[src/rtl/rr_stream_mux_if.sv]
// rr_stream_mux_if -- stream bundle between N_CH producers, the mux and one consumer.
//   up_valid/up_data/up_ready : per-channel producer handshake (up_data[i] = channel i)
//   down_valid/down_data/down_ch/down_ready : merged consumer handshake
//   up_last/down_last : packet delimiters, present only with RR_STREAM_MUX_LOCK_EN
// Modports: master = producer/consumer environment, slave = the mux.
interface rr_stream_mux_if #(
  parameter int N_CH = 4,
  parameter int W    = 8
);
  localparam int CW = $clog2(N_CH);

  logic [N_CH-1:0]        up_valid;
  logic [N_CH-1:0][W-1:0] up_data;
  logic [N_CH-1:0]        up_ready;
  logic                   down_valid;
  logic [W-1:0]           down_data;
  logic [CW-1:0]          down_ch;
  logic                   down_ready;
`ifdef RR_STREAM_MUX_LOCK_EN
  logic [N_CH-1:0]        up_last;
  logic                   down_last;

  modport master (output up_valid, up_data, up_last, down_ready,
                  input  up_ready, down_valid, down_data, down_ch, down_last);
  modport slave  (input  up_valid, up_data, up_last, down_ready,
                  output up_ready, down_valid, down_data, down_ch, down_last);
`else
  modport master (output up_valid, up_data, down_ready,
                  input  up_ready, down_valid, down_data, down_ch);
  modport slave  (input  up_valid, up_data, down_ready,
                  output up_ready, down_valid, down_data, down_ch);
`endif
endinterface

[src/rtl/rr_stream_mux.sv]
// rr_stream_mux -- N_CH-to-1 round-robin stream mux with a single registered output slot.
// Ports:
//   clk  : clock, everything on posedge
//   rst  : synchronous reset, active low
//   bus  : rr_stream_mux_if.slave (up_* per-channel inputs, down_* merged output)
// Optional feature (macro RR_STREAM_MUX_LOCK_EN): packet lock. Once a channel is
//   granted it keeps the grant until a beat with up_last set is accepted;
//   down_last travels with the beat.
module rr_stream_mux #(
  parameter int N_CH = 4,
  parameter int W    = 8
) (
  input  logic            clk,
  input  logic            rst,
  rr_stream_mux_if.slave  bus
);
  localparam int            CW      = $clog2(N_CH);
  localparam logic [CW-1:0] LAST_CH = CW'(N_CH - 1);

  logic          dv_q;
  logic [W-1:0]  dd_q;
  logic [CW-1:0] dch_q;
  logic [CW-1:0] last_q;   // most recently served channel

  logic          load_en;
  logic          gnt_vld;
  logic [CW-1:0] gnt;
  logic [CW-1:0] cand;
  logic [N_CH-1:0] req;

`ifdef RR_STREAM_MUX_LOCK_EN
  logic          lock_q;
  logic [CW-1:0] lock_ch_q;
  logic          dl_q;

  // While a packet is open only its owner may request, even if it is idle.
  always_comb begin
    req = bus.up_valid;
    if (lock_q) req = bus.up_valid & (N_CH'(1) << lock_ch_q);
  end
`else
  assign req = bus.up_valid;
`endif

  // Slot can take a beat when empty or being drained this cycle.
  assign load_en = !dv_q || bus.down_ready;

  // Scan last+1, last+2, ... wrapping at N_CH; first requester wins.
  always_comb begin
    gnt_vld = 1'b0;
    gnt     = '0;
    cand    = '0;
    for (int k = 1; k <= N_CH; k++) begin
      cand = (int'(last_q) + k >= N_CH) ? CW'(int'(last_q) + k - N_CH)
                                        : CW'(int'(last_q) + k);
      if (!gnt_vld && req[cand]) begin
        gnt_vld = 1'b1;
        gnt     = cand;
      end
    end
  end

  // Ready is gated by reset so nothing is accepted while reset is held.
  for (genvar i = 0; i < N_CH; i++) begin : g_rdy
    assign bus.up_ready[i] = rst && load_en && gnt_vld && (gnt == CW'(i));
  end

  always_ff @(posedge clk) begin
    if (!rst) begin
      dv_q   <= 1'b0;
      dd_q   <= '0;
      dch_q  <= '0;
      last_q <= LAST_CH;
    end else if (load_en) begin
      dv_q <= gnt_vld;
      if (gnt_vld) begin
        dd_q   <= bus.up_data[gnt];
        dch_q  <= gnt;
        last_q <= gnt;
      end
    end
  end

`ifdef RR_STREAM_MUX_LOCK_EN
  always_ff @(posedge clk) begin
    if (!rst) begin
      lock_q    <= 1'b0;
      lock_ch_q <= '0;
      dl_q      <= 1'b0;
    end else if (load_en && gnt_vld) begin
      dl_q      <= bus.up_last[gnt];
      lock_q    <= !bus.up_last[gnt];
      lock_ch_q <= gnt;
    end
  end

  assign bus.down_last = dl_q;
`endif

  assign bus.down_valid = dv_q;
  assign bus.down_data  = dd_q;
  assign bus.down_ch    = dch_q;
endmodule
[src/flat_wrapper.sv]
// flat-port wrapper written by rule: the top's interface ports become plain ports
module rr_stream_mux_flat 
#(
  parameter int N_CH = 4,
  parameter int W    = 8
)
  (clk, rst, bus_up_valid, bus_up_data, bus_down_ready, bus_up_ready, bus_down_valid, bus_down_data, bus_down_ch);
  rr_stream_mux_if #(.N_CH(N_CH), .W(W)) bus_i ();
  input  logic clk;
  input  logic rst;
  input wire logic [$bits(bus_i.up_valid)-1:0] bus_up_valid;
  input wire logic [$bits(bus_i.up_data)-1:0] bus_up_data;
  input wire logic [$bits(bus_i.down_ready)-1:0] bus_down_ready;
  output wire logic [$bits(bus_i.up_ready)-1:0] bus_up_ready;
  output wire logic [$bits(bus_i.down_valid)-1:0] bus_down_valid;
  output wire logic [$bits(bus_i.down_data)-1:0] bus_down_data;
  output wire logic [$bits(bus_i.down_ch)-1:0] bus_down_ch;
  assign bus_i.up_valid = bus_up_valid;
  assign bus_i.up_data = bus_up_data;
  assign bus_i.down_ready = bus_down_ready;
  assign bus_up_ready = bus_i.up_ready;
  assign bus_down_valid = bus_i.down_valid;
  assign bus_down_data = bus_i.down_data;
  assign bus_down_ch = bus_i.down_ch;
  rr_stream_mux #(.N_CH(N_CH), .W(W)) u_core (.clk(clk), .rst(rst), .bus(bus_i));
endmodule
[config.mk]
export PLATFORM = sky130hd
export DESIGN_NAME = rr_stream_mux_flat
export DESIGN_NICKNAME = d
export VERILOG_FILES = /design/src/rtl/rr_stream_mux_if.sv /design/src/rtl/rr_stream_mux.sv /design/src/flat_wrapper.sv
export SDC_FILE = /design/constraint.sdc
export NUM_CORES = 1
export LEC_CHECK = 0
export CAP_MARGIN = 25
export CORE_MARGIN = 2
export CORE_UTILIZATION = 32
export DETAILED_ROUTE_END_ITERATION = 10
export HOLD_SLACK_MARGIN = 0.08
export PLACE_DENSITY = 0.84
export SLEW_MARGIN = 20
export SYNTH_ARGS = -nofsm -noshare
export SYNTH_HDL_FRONTEND = slang
export SYNTH_SLANG_ARGS = --single-unit
[constraint.sdc]
create_clock -name clk -period 2.3 [get_ports clk]
set_clock_uncertainty 0.2 [all_clocks]
set_input_delay 0.575 -clock clk [delete_from_list [all_inputs] [get_ports clk]]
set_output_delay 0.575 -clock clk [all_outputs]
set_load 0.03 [all_outputs]
==> results of run 1 <==
## cell type report
| cell class | count | area, um2 |
|---|---|---|
| fillers | 203 | 784.5 |
| inverters | 5 | 26.28 |
| multi-input cells | 71 | 664.4 |
| flip-flops and latches | 13 | 265.3 |
| clock buffers | 3 | 22.52 |
| well taps | 30 | 37.54 |
| repair buffers | 74 | 694.4 |
| clock inverters | 1 | 5.005 |
## cell usage after synthesis, types with 2 or more instances
cell type,instances
mux2i_1,15
a21oi_1,3
nand2b_1,2
nor3_1,4
nand3_1,8
inv_1,5
clkbuf_1,2
o221ai_1,8
a21boi_0,2
buf_12,2
a31oi_1,2
nor2_1,4
nand2_1,5
dfxtp_1,13
o21ai_0,2
## tightest hold or removal path, cell delays in order (launching register included)
cell and delay, ns:
dfxtp_1 0.32, nand2_1 0.05, a21oi_1 0.06
## sequential cells by signal (all words and copies together), names as in the netlist
signal / count
u_core.last_q: 2
u_core.bus.down_valid: 1
u_core.bus.down_ch: 2
u_core.bus.down_data: 8
## timing repair
item,4_1_cts,5_1_grt
buffers inserted,5,0
gates resized for setup,36,7
hold buffers,0,0
setup endpoints to repair,12,4
pin swaps,11,4
## final timing paths
| path | start | end | slack, ns | depth (start not counted) |
|---|---|---|---|---|
| worst min-delay path | u_core.bus.down_ch[1] | u_core.bus.down_ch[1] | 0.27 | 2 |
| worst max register to register | u_core.last_q[1] | u_core.bus.down_data[6] | 0.39 | 6 |
| worst min register to register | u_core.bus.down_ch[1] | u_core.bus.down_ch[1] | 0.27 | 2 |
| worst max-delay path | bus_up_valid[0] | bus_up_ready[1] | -0.14 | 6 |
## cell families after synthesis
logic type,synth area share [%]
buffers and inverters,8.690
DFF,30.63
muxes,17.67
and+or+nand+nor,18.56
AOI/OAI and AO/OA,24.45
## routing by layer
| layer | global-route usage [%] | vias to the layer above | share of wire (%) |
|---|---|---|---|
| li1 | - | 509 | - |
| met1 | 22.11 | 499 | 42 |
| met2 | 35.20 | 36 | 52 |
| met3 | 5.152 | 2 | 5.6 |
| met4 | 3.484 | 0 | 0.35 |
| met5 | 0 | - | 0 |
## where the power goes
part	switching (mW)	internal [mW]
sequential	0.0228	0.256
combinational	0.221	0.242
clock	0.0829	0.0645
total	0.327	0.562
## metrics by stage
stage          worst slack (ns)  instances  TNS [ns]
4_1_cts                 -0.1532        197   -0.4628
3_5_place_dp            -0.6220        188    -6.074
3_3_place_gp            -0.5767        188    -5.262
5_1_grt                 -0.1927        197   -0.5605
6_report                -0.1415        197   -0.3793
2_1_floorplan           -0.2660         94   -0.5327
## layout by cell type (no fill, tap or decap), types with 2 or more instances in the layout
master	synthesis	layout
nor2_1	4	3
clkdlybuf4s50_1	0	43
buf_8	0	2
nand2b_4	0	2
inv_1	5	3
buf_4	1	21
o21ai_0	2	2
nand2_1	5	4
dfxtp_1	13	11
mux2i_1	15	14
clkbuf_4	0	4
and2b_2	1	2
a21oi_1	3	3
nand3_1	8	8
o221ai_1	8	8
buf_6	0	4
nor3_4	0	4
==> metrics.cfg, run 1 <==
[worst_setup_path]
end_kind = output pin
crit_family = simple AND/OR/NAND/NOR gates
worstPathRequired_ns = 1.52
critPathLaunchType = input pin
arrival_ns = 1.67
crit_buf_inv = 2
cp_cell_sequence = buf_8 -> and2b_2 -> o2bb2ai_4 -> and2b_2 -> nor3_4 -> buf_6
max_stage_delay_ns = 0.29
path_class = in2out
crit_fanout = 4
crit_top_cell = and2b_2
cp_slowest_cell = and2b_2

[worst_hold_path]
hp-class = reg2reg

[power_and_ir_drop]
power_leakage_nw = 0.7112
powerDensity_mw_per_mm2 = 518.4
p_total_mw = 0.8893
ir_drop_uv = 404.7

[cells_and_area]
fin_util_pct = 68.62
fin_nets = 207
area_growth_pct = 101.9
fin_area_mm2 = 0.001715
diodes = 0
drive_gt1_share_pct = 35.33

[timing]
relSlewSlack_pct = 69.63
period_needed_ns = 2.442
max_clock_freq_mhz = 409.6
hold_viol = 0
hold_slack_ns = 0.2740
finalCritPeriodShare_pct = 106.2
finalSetupViolations = 4
rsz0062_at_grt = yes
worst_pin_slew_ns = 0.4506
slew_viol_final = 0
setup_slack_ns = -0.1415

[die]
num_rows = 18
coreArea_mm2 = 0.002500
die_h_um = 55.53
start_util_pct = 33.98
fp.dieW_um = 55.53
dieArea_mm2 = 0.003083
ios = 54

[synth]
async_flop_share_pct = 0
synth.distinct_cells = 32
synth.top_cell.area_share_pct = 30.63
yosysSeqAreaShare_pct = 30.63
ys.warnings.count = 0
ys_ff_latch = 13
yosysTopAreaCell = dfxtp_1
syn_area_per_cell_um2 = 9.038
synth-main-ff-cell = dfxtp_1
syn_area_um2 = 849.6
netlist_instances = 94
synth_edf_count = 0
syn-num-nets = 133
synth_area_leaders = dfxtp_1 31%, mux2i_1 18%, o221ai_1 8.2%, buf_12 4.7%, nand3_1 4.7%

[job]
max-cap-violations = 0

[route]
drt_iter0_markers = 31
ant_nets = 0
vias = 1046
drc = 0
drt_first_pass_iters = 5
wl_per_cell_um = 14.71
vias_per_cell = 5.310
wl_mm = 2.898

[clock_tree]
cts_tree = yes
clock-sinks = 13
cts_made_buffers = 3
clk_path_buf_depth = 2
clk_pin_slew_ns = 0.08
clockRootBuffer = clkbuf_4
clock_latency_ns = 0.28
cts_max_level = 1

[global_route]
grt_pass1_vias = 1033
grt_pass1_wl_mm = 4.698
grt_start_max_net_pins = 14
overflow = 0
antenna_found_initial = 0
globalRouteTotalUtil_pct = 19.14

[placement]
portBuffers = 53
placed_area_mm2 = 0.001579
place_congestion = 0.7414
hpwl_mm = 2.318

[outcome]
violations = negative setup slack
status = complete, but fails checks

Power figures use the tool's default switching activity.
==> run 2, diff against run 1 <==
--- a/config.mk
+++ b/config.mk
@@ -15,3 +15,4 @@
 export SYNTH_ARGS = -nofsm -noshare
 export SYNTH_HDL_FRONTEND = slang
 export SYNTH_SLANG_ARGS = --single-unit
+export TNS_END_PERCENT = 20
==> metrics.cfg, run 2 (synthesis gave the netlist of run 1 again) <==
[clock_tree]
cts_max_level = 1
cts_made_buffers = 3
clock-sinks = 13
clk_path_buf_depth = 2
cts_tree = yes
clockRootBuffer = clkbuf_4
clk_pin_slew_ns = 0.08
clock_latency_ns = 0.27

[timing]
worst_pin_slew_ns = 0.3222
rsz0062_at_grt = yes
max_clock_freq_mhz = 412.9
setup_slack_ns = -0.1220
slew_viol_final = 0
finalSetupViolations = 4
relSlewSlack_pct = 78.45
hold_viol = 0
finalCritPeriodShare_pct = 105.3
period_needed_ns = 2.422

[worst_hold_path]
hp-class = reg2reg
whs_endpoint = u_core.bus.down_ch[1]
hold_depth = 2
min_from = u_core.bus.down_ch[1]

[route]
vias = 1101
wl_per_cell_um = 16.38
vias_per_cell = 5.345
wl_mm = 3.375
drt_first_pass_iters = 4
ant_nets = 0
drt_iter0_markers = 16
drc = 0

[die]
ios = 54
coreArea_mm2 = 0.002500
start_util_pct = 33.98
num_rows = 18
die_h_um = 55.53
fp.dieW_um = 55.53
dieArea_mm2 = 0.003083

[cells_and_area]
drive_gt1_share_pct = 38.07
n_fill_cell = 192
diodes = 0
fin_nets = 216
final_cell_mix = 43 x clkdlybuf4s50_1, 29 x buf_4, 14 x mux2i_1
final_common_cell = clkdlybuf4s50_1
layoutNonFillerInstCount = 206
area_growth_pct = 109.0
fin_area_mm2 = 0.001775
largest_register_ffs = 8

[worst_setup_path]
crit_fanout = 4
ff2ff_setup_slack_ns = 0.31
r2r_cells = 7
reg2reg_from = u_core.last_q[1]
worstPathRequired_ns = 1.52
path_class = in2out
r2r_end = u_core.bus.down_data[7]
critPathLaunchType = input pin
end_kind = output pin
arrival_ns = 1.65

[job]
max-cap-violations = 0

[global_route]
grt_pass1_vias = 1164
grt_pass1_wl_mm = 5.106
antenna_found_initial = 0
globalRouteTotalUtil_pct = 20.42
overflow = 0
grt_start_max_net_pins = 14

[placement]
place_congestion = 0.7952
hpwl_mm = 2.299
placed_area_mm2 = 0.001579
dp.cells = 193
portBuffers = 53
post-place-ws_ns = -0.6000

[power_and_ir_drop]
power_leakage_nw = 0.7528
p_total_mw = 0.9160
powerDensity_mw_per_mm2 = 515.9
ir_drop_uv = 399.6

[outcome]
violations = negative setup slack
status = complete, but fails checks

[run 2: final cells by class]
| type | instances | area (um2) | area share (%) |
|---|---|---|---|
| clock buffer | 4 | 26.28 | 1.480 |
| timing repair buffer | 83 | 765.7 | 43.13 |
| sequential | 13 | 265.3 | 14.94 |
| multi-input combinational | 71 | 654.4 | 36.86 |
| tap | 30 | 37.54 | 2.114 |
| inverter | 5 | 26.28 | 1.480 |
[run 2: timing repair]
| item | 4_1_cts | 5_1_grt |
|---|---|---|
| setup endpoints to repair | 12 | 4 |
| pin swaps | 10 | 4 |
| buffers inserted | 5 | 4 |
| resized for setup | 46 | 7 |
| hold buffers | 0 | 0 |
[run 2: worst max path at each step]
stage	endpoint	start	slack [ns]	cells past startpoint
4_1_cts	bus_up_ready[3]	bus_up_valid[0]	-0.14	7
5_1_grt	bus_up_ready[3]	bus_up_valid[0]	-0.19	7
2_1_floorplan	bus_up_ready[2]	bus_up_valid[1]	-0.27	7
3_3_place_gp	bus_up_ready[0]	bus_up_valid[0]	-0.55	6
6_report	bus_up_ready[3]	bus_up_valid[0]	-0.12	6
3_5_place_dp	bus_up_ready[0]	bus_up_valid[0]	-0.60	6
[run 2: critical path: stages]
cell	delay, ns
buf_8	0.10
and2b_2	0.25
o2bb2ai_4	0.13
and2b_2	0.27
nor3_4	0.17
buf_6	0.15
[run 2: where the power goes]
group / internal [mW] / switching [mW]
logic: 0.259 / 0.232
clock network: 0.0671 / 0.0757
registers: 0.256 / 0.0253
total: 0.583 / 0.333
[run 2: per-stage QoR]
step	hold WS (ns)	TNS [ns]	utilization, %
2_1_floorplan	0.3083	-0.9877	-
3_3_place_gp	0.2541	-4.793	63.16
3_5_place_dp	0.2483	-5.544	63.16
4_1_cts	0.2685	-0.3449	68.62
5_1_grt	0.2966	-0.5939	71.02
6_report	0.2683	-0.3732	71.02
[run 2: per-layer routing]
metal | global-route usage (%) | up-vias | wire length [um]
li1 | - | 522 | -
met1 | 22.89 | 517 | 1248
met2 | 37.93 | 54 | 1853
met3 | 3.513 | 8 | 200
met4 | 7.666 | 0 | 73
met5 | 0 | - | 0
